==> src/rtl/mips_ctrl_pkg.sv <==
`default_nettype none
// ============================================================================
// Package  : mips_ctrl_pkg
// Purpose  : Shared definitions for the multicycle MIPS main control unit.
//            Contains the state encoding, opcode/funct constants, datapath
//            mux select codes and the packed control word produced by the
//            output decoder.
// Revision : 1.0 - initial release
// ============================================================================
package mips_ctrl_pkg;

    // Controller states. Encoding 4'd15 is unused and recovers to FETCH.
    typedef enum logic [3:0] {
        S_FETCH   = 4'd0,
        S_DECODE  = 4'd1,
        S_MEMADR  = 4'd2,
        S_MEMRD   = 4'd3,
        S_MEMWB   = 4'd4,
        S_MEMWR   = 4'd5,
        S_EXECUTE = 4'd6,
        S_ALUWB   = 4'd7,
        S_BRANCH  = 4'd8,
        S_IEXEC   = 4'd9,
        S_IWB     = 4'd10,
        S_JUMP    = 4'd11,
        S_JALS    = 4'd12,
        S_JR      = 4'd13,
        S_HALT    = 4'd14
    } state_e;

    // Opcodes
    localparam logic [5:0] OP_RTYPE = 6'b000000;
    localparam logic [5:0] OP_LW    = 6'b100011;
    localparam logic [5:0] OP_SW    = 6'b101011;
    localparam logic [5:0] OP_BEQ   = 6'b000100;
    localparam logic [5:0] OP_ADDI  = 6'b001000;
    localparam logic [5:0] OP_ORI   = 6'b001101;
    localparam logic [5:0] OP_LUI   = 6'b001111;
    localparam logic [5:0] OP_J     = 6'b000010;
    localparam logic [5:0] OP_JAL   = 6'b000011;
    localparam logic [5:0] FUNCT_JR = 6'b001000;

    // alu_operation codes
    localparam logic [1:0] ALU_ADD   = 2'b00;
    localparam logic [1:0] ALU_SUB   = 2'b01;
    localparam logic [1:0] ALU_FUNCT = 2'b10;
    localparam logic [1:0] ALU_LOGIC = 2'b11;

    // pc_src codes
    localparam logic [1:0] PC_ALU    = 2'b00;
    localparam logic [1:0] PC_ALUOUT = 2'b01;
    localparam logic [1:0] PC_JUMP   = 2'b10;
    localparam logic [1:0] PC_RS     = 2'b11;

    // reg_dst codes
    localparam logic [1:0] RD_RT  = 2'b00;
    localparam logic [1:0] RD_RD  = 2'b01;
    localparam logic [1:0] RD_R31 = 2'b10;

    // alu_src_b codes
    localparam logic [1:0] SRCB_B      = 2'b00;
    localparam logic [1:0] SRCB_FOUR   = 2'b01;
    localparam logic [1:0] SRCB_IMM    = 2'b10;
    localparam logic [1:0] SRCB_IMM_SH = 2'b11;

    // Complete set of datapath controls for one cycle.
    typedef struct packed {
        logic       pc_write;
        logic       branch;
        logic [1:0] pc_src;
        logic       iord;
        logic       mem_read;
        logic       mem_write;
        logic       ir_write;
        logic       reg_write;
        logic [1:0] reg_dst;
        logic       memtoreg;
        logic       alu_src_a;
        logic [1:0] alu_src_b;
        logic [1:0] alu_operation;
        logic       no_ext;
        logic       jal;
        logic       illegal_op;
        logic       instr_done;
    } ctrl_word_t;

    // True for every opcode the controller knows how to sequence.
    function automatic logic is_known_op(input logic [5:0] op);
        logic known;
        case (op)
            OP_RTYPE, OP_LW, OP_SW, OP_BEQ, OP_ADDI,
            OP_ORI, OP_LUI, OP_J, OP_JAL: known = 1'b1;
            default:                      known = 1'b0;
        endcase
        return known;
    endfunction

endpackage : mips_ctrl_pkg
`default_nettype wire

==> src/rtl/mc_ctrl_outdec.sv <==
`default_nettype none
// ============================================================================
// Module   : mc_ctrl_outdec
// Purpose  : Combinational state -> control-word decoder for the multicycle
//            MIPS controller. Pure decode; reset gating is applied by the top.
// Ports    : state    in  STATE_W  current controller state
//            op       in  6        opcode held in the instruction register
//            mem_rdy  in  1        effective memory-ready (handshake resolved)
//            ctrl     out struct   decoded control word
// Revision : 1.0 - initial release
// ============================================================================
module mc_ctrl_outdec
    import mips_ctrl_pkg::*;
#(
    parameter int ILLEGAL_TRAP = 1,
    parameter int STATE_W      = 4
) (
    input  logic [STATE_W-1:0] state,
    input  logic [5:0]         op,
    input  logic               mem_rdy,
    output ctrl_word_t         ctrl
);

    logic       w_upper_zero;
    logic [3:0] w_state_lo;

    // Any set bit above the 4-bit encoding marks an undefined state.
    generate
        if (STATE_W > 4) begin : g_wide_state
            assign w_upper_zero = ~|state[STATE_W-1:4];
        end else begin : g_narrow_state
            assign w_upper_zero = 1'b1;
        end
    endgenerate

    assign w_state_lo = state[3:0];

    always_comb begin
        ctrl = '0;
        if (w_upper_zero) begin
            case (w_state_lo)
                S_FETCH: begin
                    ctrl.mem_read  = 1'b1;
                    ctrl.alu_src_b = SRCB_FOUR;
                    // PC increment and IR load only once the fetch completes.
                    ctrl.ir_write  = mem_rdy;
                    ctrl.pc_write  = mem_rdy;
                end
                S_DECODE: begin
                    // Precompute the branch target while the opcode decodes.
                    ctrl.alu_src_b = SRCB_IMM_SH;
                    if (ILLEGAL_TRAP == 0 && !is_known_op(op)) begin
                        ctrl.instr_done = 1'b1;
                    end
                end
                S_MEMADR: begin
                    ctrl.alu_src_a = 1'b1;
                    ctrl.alu_src_b = SRCB_IMM;
                end
                S_MEMRD: begin
                    ctrl.iord     = 1'b1;
                    ctrl.mem_read = 1'b1;
                end
                S_MEMWB: begin
                    ctrl.reg_write  = 1'b1;
                    ctrl.reg_dst    = RD_RT;
                    ctrl.memtoreg   = 1'b1;
                    ctrl.instr_done = 1'b1;
                end
                S_MEMWR: begin
                    ctrl.iord       = 1'b1;
                    ctrl.mem_write  = 1'b1;
                    ctrl.instr_done = mem_rdy;
                end
                S_EXECUTE: begin
                    ctrl.alu_src_a     = 1'b1;
                    ctrl.alu_src_b     = SRCB_B;
                    ctrl.alu_operation = ALU_FUNCT;
                end
                S_ALUWB: begin
                    ctrl.reg_write  = 1'b1;
                    ctrl.reg_dst    = RD_RD;
                    ctrl.instr_done = 1'b1;
                end
                S_BRANCH: begin
                    ctrl.alu_src_a     = 1'b1;
                    ctrl.alu_src_b     = SRCB_B;
                    ctrl.alu_operation = ALU_SUB;
                    ctrl.branch        = 1'b1;
                    ctrl.pc_src        = PC_ALUOUT;
                    ctrl.instr_done    = 1'b1;
                end
                S_IEXEC: begin
                    ctrl.alu_src_a = 1'b1;
                    ctrl.alu_src_b = SRCB_IMM;
                    // ORI zero-extends; LUI shares the logic ALU path.
                    if (op == OP_ORI) begin
                        ctrl.alu_operation = ALU_LOGIC;
                        ctrl.no_ext        = 1'b1;
                    end else if (op == OP_LUI) begin
                        ctrl.alu_operation = ALU_LOGIC;
                    end else begin
                        ctrl.alu_operation = ALU_ADD;
                    end
                end
                S_IWB: begin
                    ctrl.reg_write  = 1'b1;
                    ctrl.reg_dst    = RD_RT;
                    ctrl.instr_done = 1'b1;
                end
                S_JUMP: begin
                    ctrl.pc_write   = 1'b1;
                    ctrl.pc_src     = PC_JUMP;
                    ctrl.instr_done = 1'b1;
                end
                S_JALS: begin
                    ctrl.pc_write   = 1'b1;
                    ctrl.pc_src     = PC_JUMP;
                    ctrl.reg_write  = 1'b1;
                    ctrl.reg_dst    = RD_R31;
                    ctrl.jal        = 1'b1;
                    ctrl.instr_done = 1'b1;
                end
                S_JR: begin
                    ctrl.pc_write   = 1'b1;
                    ctrl.pc_src     = PC_RS;
                    ctrl.instr_done = 1'b1;
                end
                S_HALT: begin
                    ctrl.illegal_op = 1'b1;
                end
                default: begin
                end
            endcase
        end
    end

endmodule : mc_ctrl_outdec
`default_nettype wire

==> src/rtl/multicycle_main_ctrl.sv <==
`default_nettype none
// ============================================================================
// Module   : multicycle_main_ctrl
// Purpose  : Multicycle MIPS main control FSM. Sequences each instruction
//            through fetch/decode/execute/memory/writeback and drives the
//            shared-ALU / shared-memory datapath controls.
// Ports    : clk, rst_n (sync, active-low)
//            op, funct          instruction register fields
//            mem_ready          memory access completes this cycle
//            pc_write..jal      datapath enables and mux selects
//            illegal_op         high while halted on an unknown opcode
//            instr_done         one-cycle pulse in an instruction's last cycle
//            state_o            current state, for debug
// Revision : 1.0 - initial release
// ============================================================================
module multicycle_main_ctrl
    import mips_ctrl_pkg::*;
#(
    parameter int MEM_HANDSHAKE = 1,
    parameter int ILLEGAL_TRAP  = 1,
    parameter int STATE_W       = 4
) (
    input  logic               clk,
    input  logic               rst_n,
    input  logic [5:0]         op,
    input  logic [5:0]         funct,
    input  logic               mem_ready,
    output logic               pc_write,
    output logic               branch,
    output logic [1:0]         pc_src,
    output logic               iord,
    output logic               mem_read,
    output logic               mem_write,
    output logic               ir_write,
    output logic               reg_write,
    output logic [1:0]         reg_dst,
    output logic               memtoreg,
    output logic               alu_src_a,
    output logic [1:0]         alu_src_b,
    output logic [1:0]         alu_operation,
    output logic               no_ext,
    output logic               jal,
    output logic               illegal_op,
    output logic               instr_done,
    output logic [STATE_W-1:0] state_o
);

    logic [STATE_W-1:0] state_q;
    logic [STATE_W-1:0] state_d;
    logic [3:0]         w_next_lo;
    logic               w_upper_zero;
    logic               w_mem_rdy;
    ctrl_word_t         w_ctrl_raw;
    ctrl_word_t         w_ctrl;

    generate
        if (MEM_HANDSHAKE != 0) begin : g_handshake
            assign w_mem_rdy = mem_ready;
        end else begin : g_no_handshake
            assign w_mem_rdy = 1'b1;
        end
    endgenerate

    generate
        if (STATE_W > 4) begin : g_wide_state
            assign w_upper_zero = ~|state_q[STATE_W-1:4];
        end else begin : g_narrow_state
            assign w_upper_zero = 1'b1;
        end
    endgenerate

    // State register
    always_ff @(posedge clk) begin
        if (!rst_n) begin
            state_q <= STATE_W'(S_FETCH);
        end else begin
            state_q <= state_d;
        end
    end

    // Next-state logic; undefined encodings fall through to FETCH.
    always_comb begin
        w_next_lo = S_FETCH;
        if (w_upper_zero) begin
            case (state_q[3:0])
                S_FETCH:   w_next_lo = w_mem_rdy ? S_DECODE : S_FETCH;
                S_DECODE: begin
                    case (op)
                        OP_LW, OP_SW:             w_next_lo = S_MEMADR;
                        OP_RTYPE:                 w_next_lo = (funct == FUNCT_JR) ? S_JR : S_EXECUTE;
                        OP_BEQ:                   w_next_lo = S_BRANCH;
                        OP_ADDI, OP_ORI, OP_LUI:  w_next_lo = S_IEXEC;
                        OP_J:                     w_next_lo = S_JUMP;
                        OP_JAL:                   w_next_lo = S_JALS;
                        default:                  w_next_lo = (ILLEGAL_TRAP != 0) ? S_HALT : S_FETCH;
                    endcase
                end
                S_MEMADR:  w_next_lo = (op == OP_SW) ? S_MEMWR : S_MEMRD;
                S_MEMRD:   w_next_lo = w_mem_rdy ? S_MEMWB : S_MEMRD;
                S_MEMWB:   w_next_lo = S_FETCH;
                S_MEMWR:   w_next_lo = w_mem_rdy ? S_FETCH : S_MEMWR;
                S_EXECUTE: w_next_lo = S_ALUWB;
                S_ALUWB:   w_next_lo = S_FETCH;
                S_BRANCH:  w_next_lo = S_FETCH;
                S_IEXEC:   w_next_lo = S_IWB;
                S_IWB:     w_next_lo = S_FETCH;
                S_JUMP:    w_next_lo = S_FETCH;
                S_JALS:    w_next_lo = S_FETCH;
                S_JR:      w_next_lo = S_FETCH;
                S_HALT:    w_next_lo = S_HALT;
                default:   w_next_lo = S_FETCH;
            endcase
        end
        state_d = STATE_W'(w_next_lo);
    end

    mc_ctrl_outdec #(
        .ILLEGAL_TRAP (ILLEGAL_TRAP),
        .STATE_W      (STATE_W)
    ) u_outdec (
        .state   (state_q),
        .op      (op),
        .mem_rdy (w_mem_rdy),
        .ctrl    (w_ctrl_raw)
    );

    // Output logic: while reset is held, every strobe is suppressed so that
    // no partial write escapes when reset lands mid-instruction.
    always_comb begin
        w_ctrl = w_ctrl_raw;
        if (!rst_n) begin
            w_ctrl.pc_write   = 1'b0;
            w_ctrl.branch     = 1'b0;
            w_ctrl.mem_read   = 1'b0;
            w_ctrl.mem_write  = 1'b0;
            w_ctrl.ir_write   = 1'b0;
            w_ctrl.reg_write  = 1'b0;
            w_ctrl.instr_done = 1'b0;
            w_ctrl.illegal_op = 1'b0;
        end
    end

    assign pc_write      = w_ctrl.pc_write;
    assign branch        = w_ctrl.branch;
    assign pc_src        = w_ctrl.pc_src;
    assign iord          = w_ctrl.iord;
    assign mem_read      = w_ctrl.mem_read;
    assign mem_write     = w_ctrl.mem_write;
    assign ir_write      = w_ctrl.ir_write;
    assign reg_write     = w_ctrl.reg_write;
    assign reg_dst       = w_ctrl.reg_dst;
    assign memtoreg      = w_ctrl.memtoreg;
    assign alu_src_a     = w_ctrl.alu_src_a;
    assign alu_src_b     = w_ctrl.alu_src_b;
    assign alu_operation = w_ctrl.alu_operation;
    assign no_ext        = w_ctrl.no_ext;
    assign jal           = w_ctrl.jal;
    assign illegal_op    = w_ctrl.illegal_op;
    assign instr_done    = w_ctrl.instr_done;
    assign state_o       = state_q;

endmodule : multicycle_main_ctrl
`default_nettype wire

==> config.mk <==
export PLATFORM = sky130hd
export DESIGN_NAME = multicycle_main_ctrl
export DESIGN_NICKNAME = d
export VERILOG_FILES = /design/src/rtl/mips_ctrl_pkg.sv /design/src/rtl/mc_ctrl_outdec.sv /design/src/rtl/multicycle_main_ctrl.sv
export SDC_FILE = /design/constraint.sdc
export NUM_CORES = 1
export LEC_CHECK = 0
export CORE_MARGIN = 10
export CORE_UTILIZATION = 39
export DETAILED_ROUTE_END_ITERATION = 10
export PLACE_DENSITY = 0.8
export SYNTH_ARGS = -nofsm -noshare
export SYNTH_HDL_FRONTEND = slang
export SYNTH_SLANG_ARGS = --single-unit
==> constraint.sdc <==
create_clock -name clk -period 1.9 [get_ports clk]
set_input_delay 0.19 -clock clk [delete_from_list [all_inputs] [get_ports clk]]
set_output_delay 0.19 -clock clk [all_outputs]
set_load 0.02 [all_outputs]
Word-level counts from Yosys, hierarchy flattened
Index checks and enable logic that the tools add are counted.
{ "word_totals": {"output_inout_bits": 25, "word_cells": 65, "in_bits": 15, "register_bits": 4} }
{ "op_classes": {"reduce_logical": 12, "mux": 29, "eq_ne": 23} }
{ "op_table": {"columns": ["op", "n"], "rows": [
  ["4-bit one-hot mux with 8 select lines", 1],
  ["4-bit == test, second input constant", 7],
  ["6-bit by 4-bit == test with 1-bit output, second input constant", 4],
  ["4-bit one-hot mux with 6 select lines", 1],
  ["2-bit one-hot mux with 3 select lines", 3],
  ["4-bit by 3-bit == test with 1-bit output, second input constant", 4],
  ["6-bit by 2-bit == test with 1-bit output, second input constant", 2],
  ["6-bit == test, second input constant", 2],
  ["1-bit 2-to-1 mux", 12],
  ["2-bit OR reduction", 6],
  ["3-bit 2-to-1 mux", 3],
  ["3-bit one-hot mux with 3 select lines", 1],
  ["4-bit by 2-bit == test with 1-bit output, second input constant", 2],
  ["2-bit 2-to-1 mux", 4],
  ["4-bit 2-to-1 mux", 2],
  ["7-bit OR reduction", 1],
  ["6-bit by 3-bit == test with 1-bit output, second input constant", 1],
  ["6-bit logical NOT", 1],
  ["3-bit OR reduction", 2],
  ["4-bit by 1-bit == test with 1-bit output, second input constant", 1],
  ["4-bit logical NOT", 1],
  ["1-bit one-hot mux with 2 select lines", 2],
  ["4-bit OR reduction", 1]
]} }

Logic depth before layout (Yosys ltp)
{ "logic_depth": {"word_depth": 4, "depth_mapped": 6, "ltp_nobuf": 5} }

Modules after synthesis
From an unflattened synthesis, not the netlist that was laid out.
{ "hier_totals": {"cells_unflattened": 129, "hier_area_um2": 850.8} }
{ "modules_own_cells": {"columns": ["mod", "seq_area_each_um2", "cells_per_inst", "n_inst", "area_per_inst_um2"], "rows": [
  ["multicycle_main_ctrl", 80.1, 81, 1, 545.5],
  ["mc_ctrl_outdec", 0.0, 48, 1, 305.3]
]} }

Worst setup path after synthesis
Ideal clock, no wire load.
{ "synth_timing": {"path_type": "register -> output", "start": "register state_q[3] (netlist: state_o[3])", "end": "output port reg_write", "t_arrival_ps": 1708, "required_time_ps": 1710, "path_slack_ps": 2, "path_buffers": 1, "path_stages_with_launch": 5, "path_cell_list": "dfxtp_1 -> buf_2 -> nand2b_1 -> mux2_2 -> a211oi_1"} }
{ "synth_via": {"elab_chain_len": 4, "elab_cells_between_ends": 7, "classes_between": "4 x eq/ne; 2 x mux; 1 x reduce/logical"} }
{ "synth_lines": {"columns": ["item", "line_no", "rtl"], "rows": [
  ["from (decl)", "multicycle_main_ctrl.sv:48", "logic [STATE_W-1:0] state_q;"],
  ["from (signal assigned)", "multicycle_main_ctrl.sv:75", "state_q <= STATE_W'(S_FETCH);"],
  ["from (signal assigned)", "multicycle_main_ctrl.sv:77", "state_q <= state_d;"],
  ["4-bit == test or 4-bit by 3-bit == test with 1-bit output (tied branches)", "mc_ctrl_outdec.sv:41", "case (w_state_lo)"],
  ["2-bit OR reduction (no line)", null, null],
  ["3-bit one-hot mux with 3 select lines (*)", "mc_ctrl_outdec.sv:41", null],
  ["4-bit 2-to-1 mux (*)", "multicycle_main_ctrl.sv:131", "if (!rst_n) begin"],
  ["to (decl)", "multicycle_main_ctrl.sv:35", "output logic reg_write,"]
]} }
Mark *: on every way between the ends. The rest lies on a longest branch, timed or not.

Final worst setup path
{ "layout_timing": {"start": "register state_q[0] (netlist: state_o[0])", "end": "output port alu_src_b[1]"} }
{ "layout_via": {"elab_chain_len": 3, "elab_cells_between_ends": 6, "classes_between": "3 x eq/ne; 1 x mux; 2 x reduce/logical"} }
{ "layout_lines": {"columns": ["item", "line_no", "rtl"], "rows": [
  ["4-bit by 2-bit == test with 1-bit output or 4-bit == test (tied branches)", "mc_ctrl_outdec.sv:41", null],
  ["2-bit OR reduction (no line)", null, null],
  ["2-bit one-hot mux with 3 select lines (*)", "mc_ctrl_outdec.sv:41", null],
  ["to (decl)", "multicycle_main_ctrl.sv:39", "output logic [1:0] alu_src_b,"]
]} }
Marks and branches as above.

==> results_dict.tcl <==
set metrics [dict create \
    critPathKind "flip-flop to output port" \
    core_area_um2 1764 \
    grt_use_total_pct 14.15 \
    ant_nets 0 \
    syn_to_final_growth_pct 76.21 \
    viasPerCell 5.675 \
    numPortBuffers 39 \
    ir_drop_v 0.0007494 \
    drt_iter0_markers 33 \
    dr_total_vias 1101 \
    final_util_pct 74.61 \
    ys_seq_elements 4 \
    drc 0 \
    nets 186 \
    pin_count 40 \
    numCtsBuffers 3 \
    synthDistinctLibCells 42 \
    yosysWarnings 0 \
    maxCapViolations 0 \
    htreeDepth 1 \
    cts_sinks 4 \
    die-area_um2 4066 \
    ys.flop_type "dfxtp_1" \
    synthTopCellsByArea "dfxtp_1, nor2_1, a21oi_1" \
    worstSkewPairLatency_ps 240 \
    largest_reg_flops 4 \
    slew_headroom_pct 66.67 \
    diodes 0 \
    status "finished, final reports clean" \
    cts_max_path_buffers 2 \
    place_congestion 0.9160 \
    synthArstFlopShare_pct 0 \
    wire_per_inst_um 15.55 \
    worstPathMaxFanout 8 \
    hold_viol 0 \
    syn_nets 125 \
    yosysSeqAreaShare_pct 10.72 \
    critical_path_required_ps 1710 \
    rsz0062_at_grt "false" \
    grt_max_degree 14 \
    hpwlAfterDp_um 2470 \
    syn_area_per_cell_um2 6.791 \
    path_clk_slew_ps 40 \
    grt_pass1_wl_um 4968 \
    drv_slew 0 \
    p_leak_nw 0.6328 \
    cts_root_buf "clkbuf_4" \
    drive_gt1_share_pct 24.26 \
    final_area_um2 1316 \
    p_per_area_nw_per_um2 1240 \
    tritoncts "done" \
    setup_viol 0 \
    power_w 0.001632 \
    critPathLaunchType "flip-flop" \
    post_cts_buffers 0 \
    synthTopCellsByCount "nor2_1, nand2_1, a21oi_1, buf_2, nor3_1" \
    dr.pass1.iters 4 \
    min_path_type "flip-flop to flip-flop" \
    endpoint_kind "output port" \
    place_area_um2 1310 \
    overflow 0 \
    synth_top_area_share_pct 10.72 \
    die_x_um 63.77 \
    period_needed_ps 1861 \
    first_global_vias 1099 \
    max_clock_freq_ghz 0.5374 \
    die_y_um 63.77 \
    post-route-period-util_pct 97.94 \
    worstMarginPinSlew_ps 495.8 \
    synthMostInstantiatedCell "nor2_1" \
    fin_skew_ps 8.223 \
    synthesis.area_um2 747.0 \
    worst_ep_arrival_time_ps 1670 \
    antenna_found_initial 0 \
    holdWs_ps 744.4 \
    syn_inst 110 \
    synth-edff-count 0 \
    initial_core_util_pct 42.34 \
    wl_um 3017 \
    synth_top_cell_by_area "dfxtp_1" \
    rows 15 \
]
[routing by layer]
| metal | global-route usage [%] | share of wire, % | wire [µm] |
|---|---|---|---|
| met5 | 0 | 0 | 0 |
| met4 | 7.923 | 1.8 | 53 |
| met3 | 3.310 | 5.3 | 160 |
| met2 | 26.13 | 53 | 1591 |
| met1 | 14.26 | 40 | 1212 |
[logic make-up (layout without fill, tap and decap cells)]
family / after synthesis / count (layout) / share of synthesized area (%)
buf+inv: 15 / 74 / 11.72
flops: 4 / 4 / 10.72
xor+xnor: 2 / 2 / 2.345
mux: 3 / 3 / 4.355
compound gates: 29 / 29 / 26.97
simple gates: 57 / 57 / 43.89
[layout by cell type, fill, tap and decap left out, types with 2 or more instances in the layout]
master,instances
nor4b_1,2
nor4_1,5
o211ai_1,2
buf_4,29
nor2_1,12
dfxtp_2,2
inv_1,3
nand2b_1,3
a31oi_1,3
nand3b_1,2
nand4_1,2
a21oi_1,7
clkbuf_4,3
dlygate4sd1_1,2
clkbuf_2,2
nand2_1,9
nor3_1,6
dlygate4sd2_1,13
nand3_1,2
nor2b_1,4
a21o_1,2
a211oi_1,2
or4_1,2
dfxtp_1,2
o21ai_0,4
xnor2_1,2
and2_1,2
dlymetal6s2s_1,4
mux2_2,2
clkdlybuf4s50_1,18
[worst max-delay path, stage by stage (launching register included)]
cell	delay (ps)
dfxtp_2	360
buf_4	170
nor2b_1	200
nand2_1	140
a21oi_1	180
dlygate4sd2_1	390
[through the flow]
step                      std cells  setup WS, ps  TNS, ps
after floorplan                 110         2.133        0
after global placement          191        -245.7   -737.2
after detailed placement        191        -286.3   -965.2
after CTS                       194         3.893        0
after global routing            194        0.8585        0
final                           194         39.22        0
[repair_timing]
action / 4_1_cts / 5_1_grt
hold buffers: 0 / 0
resized for setup: 20 / 13
endpoints found under the setup margin: 20 / 8
[layout make-up]
cell class | count | area, µm²
clock buffers | 3 | 22.52
flip-flops and latches | 4 | 82.58
multi-input cells | 91 | 579.3
repair buffers | 68 | 589.3
well taps | 25 | 31.28
inverters | 3 | 11.26
fillers | 152 | 447.9
[where the power goes]
| group | internal (W) | switching [W] | total (W) |
|---|---|---|---|
| registers | 0.000123 | 0.0000581 | 0.000181 |
| logic | 0.000617 | 0.000721 | 0.00134 |
| clock network | 0.0000711 | 0.0000412 | 0.000112 |
| total | 0.000811 | 0.000820 | 0.00163 |
[worst paths after layout]
| check | to | slack [ps] | from | depth (start not counted) |
|---|---|---|---|---|
| worst max register to register | state_o[2] | 270 | state_o[0] | 6 |
| worst max-delay path | alu_src_b[1] | 40 | state_o[0] | 5 |
| worst min register to register | state_o[3] | 740 | state_o[1] | 3 |
| worst min-delay path | state_o[3] | 740 | state_o[1] | 3 |
(Power assumes the default switching activity.)
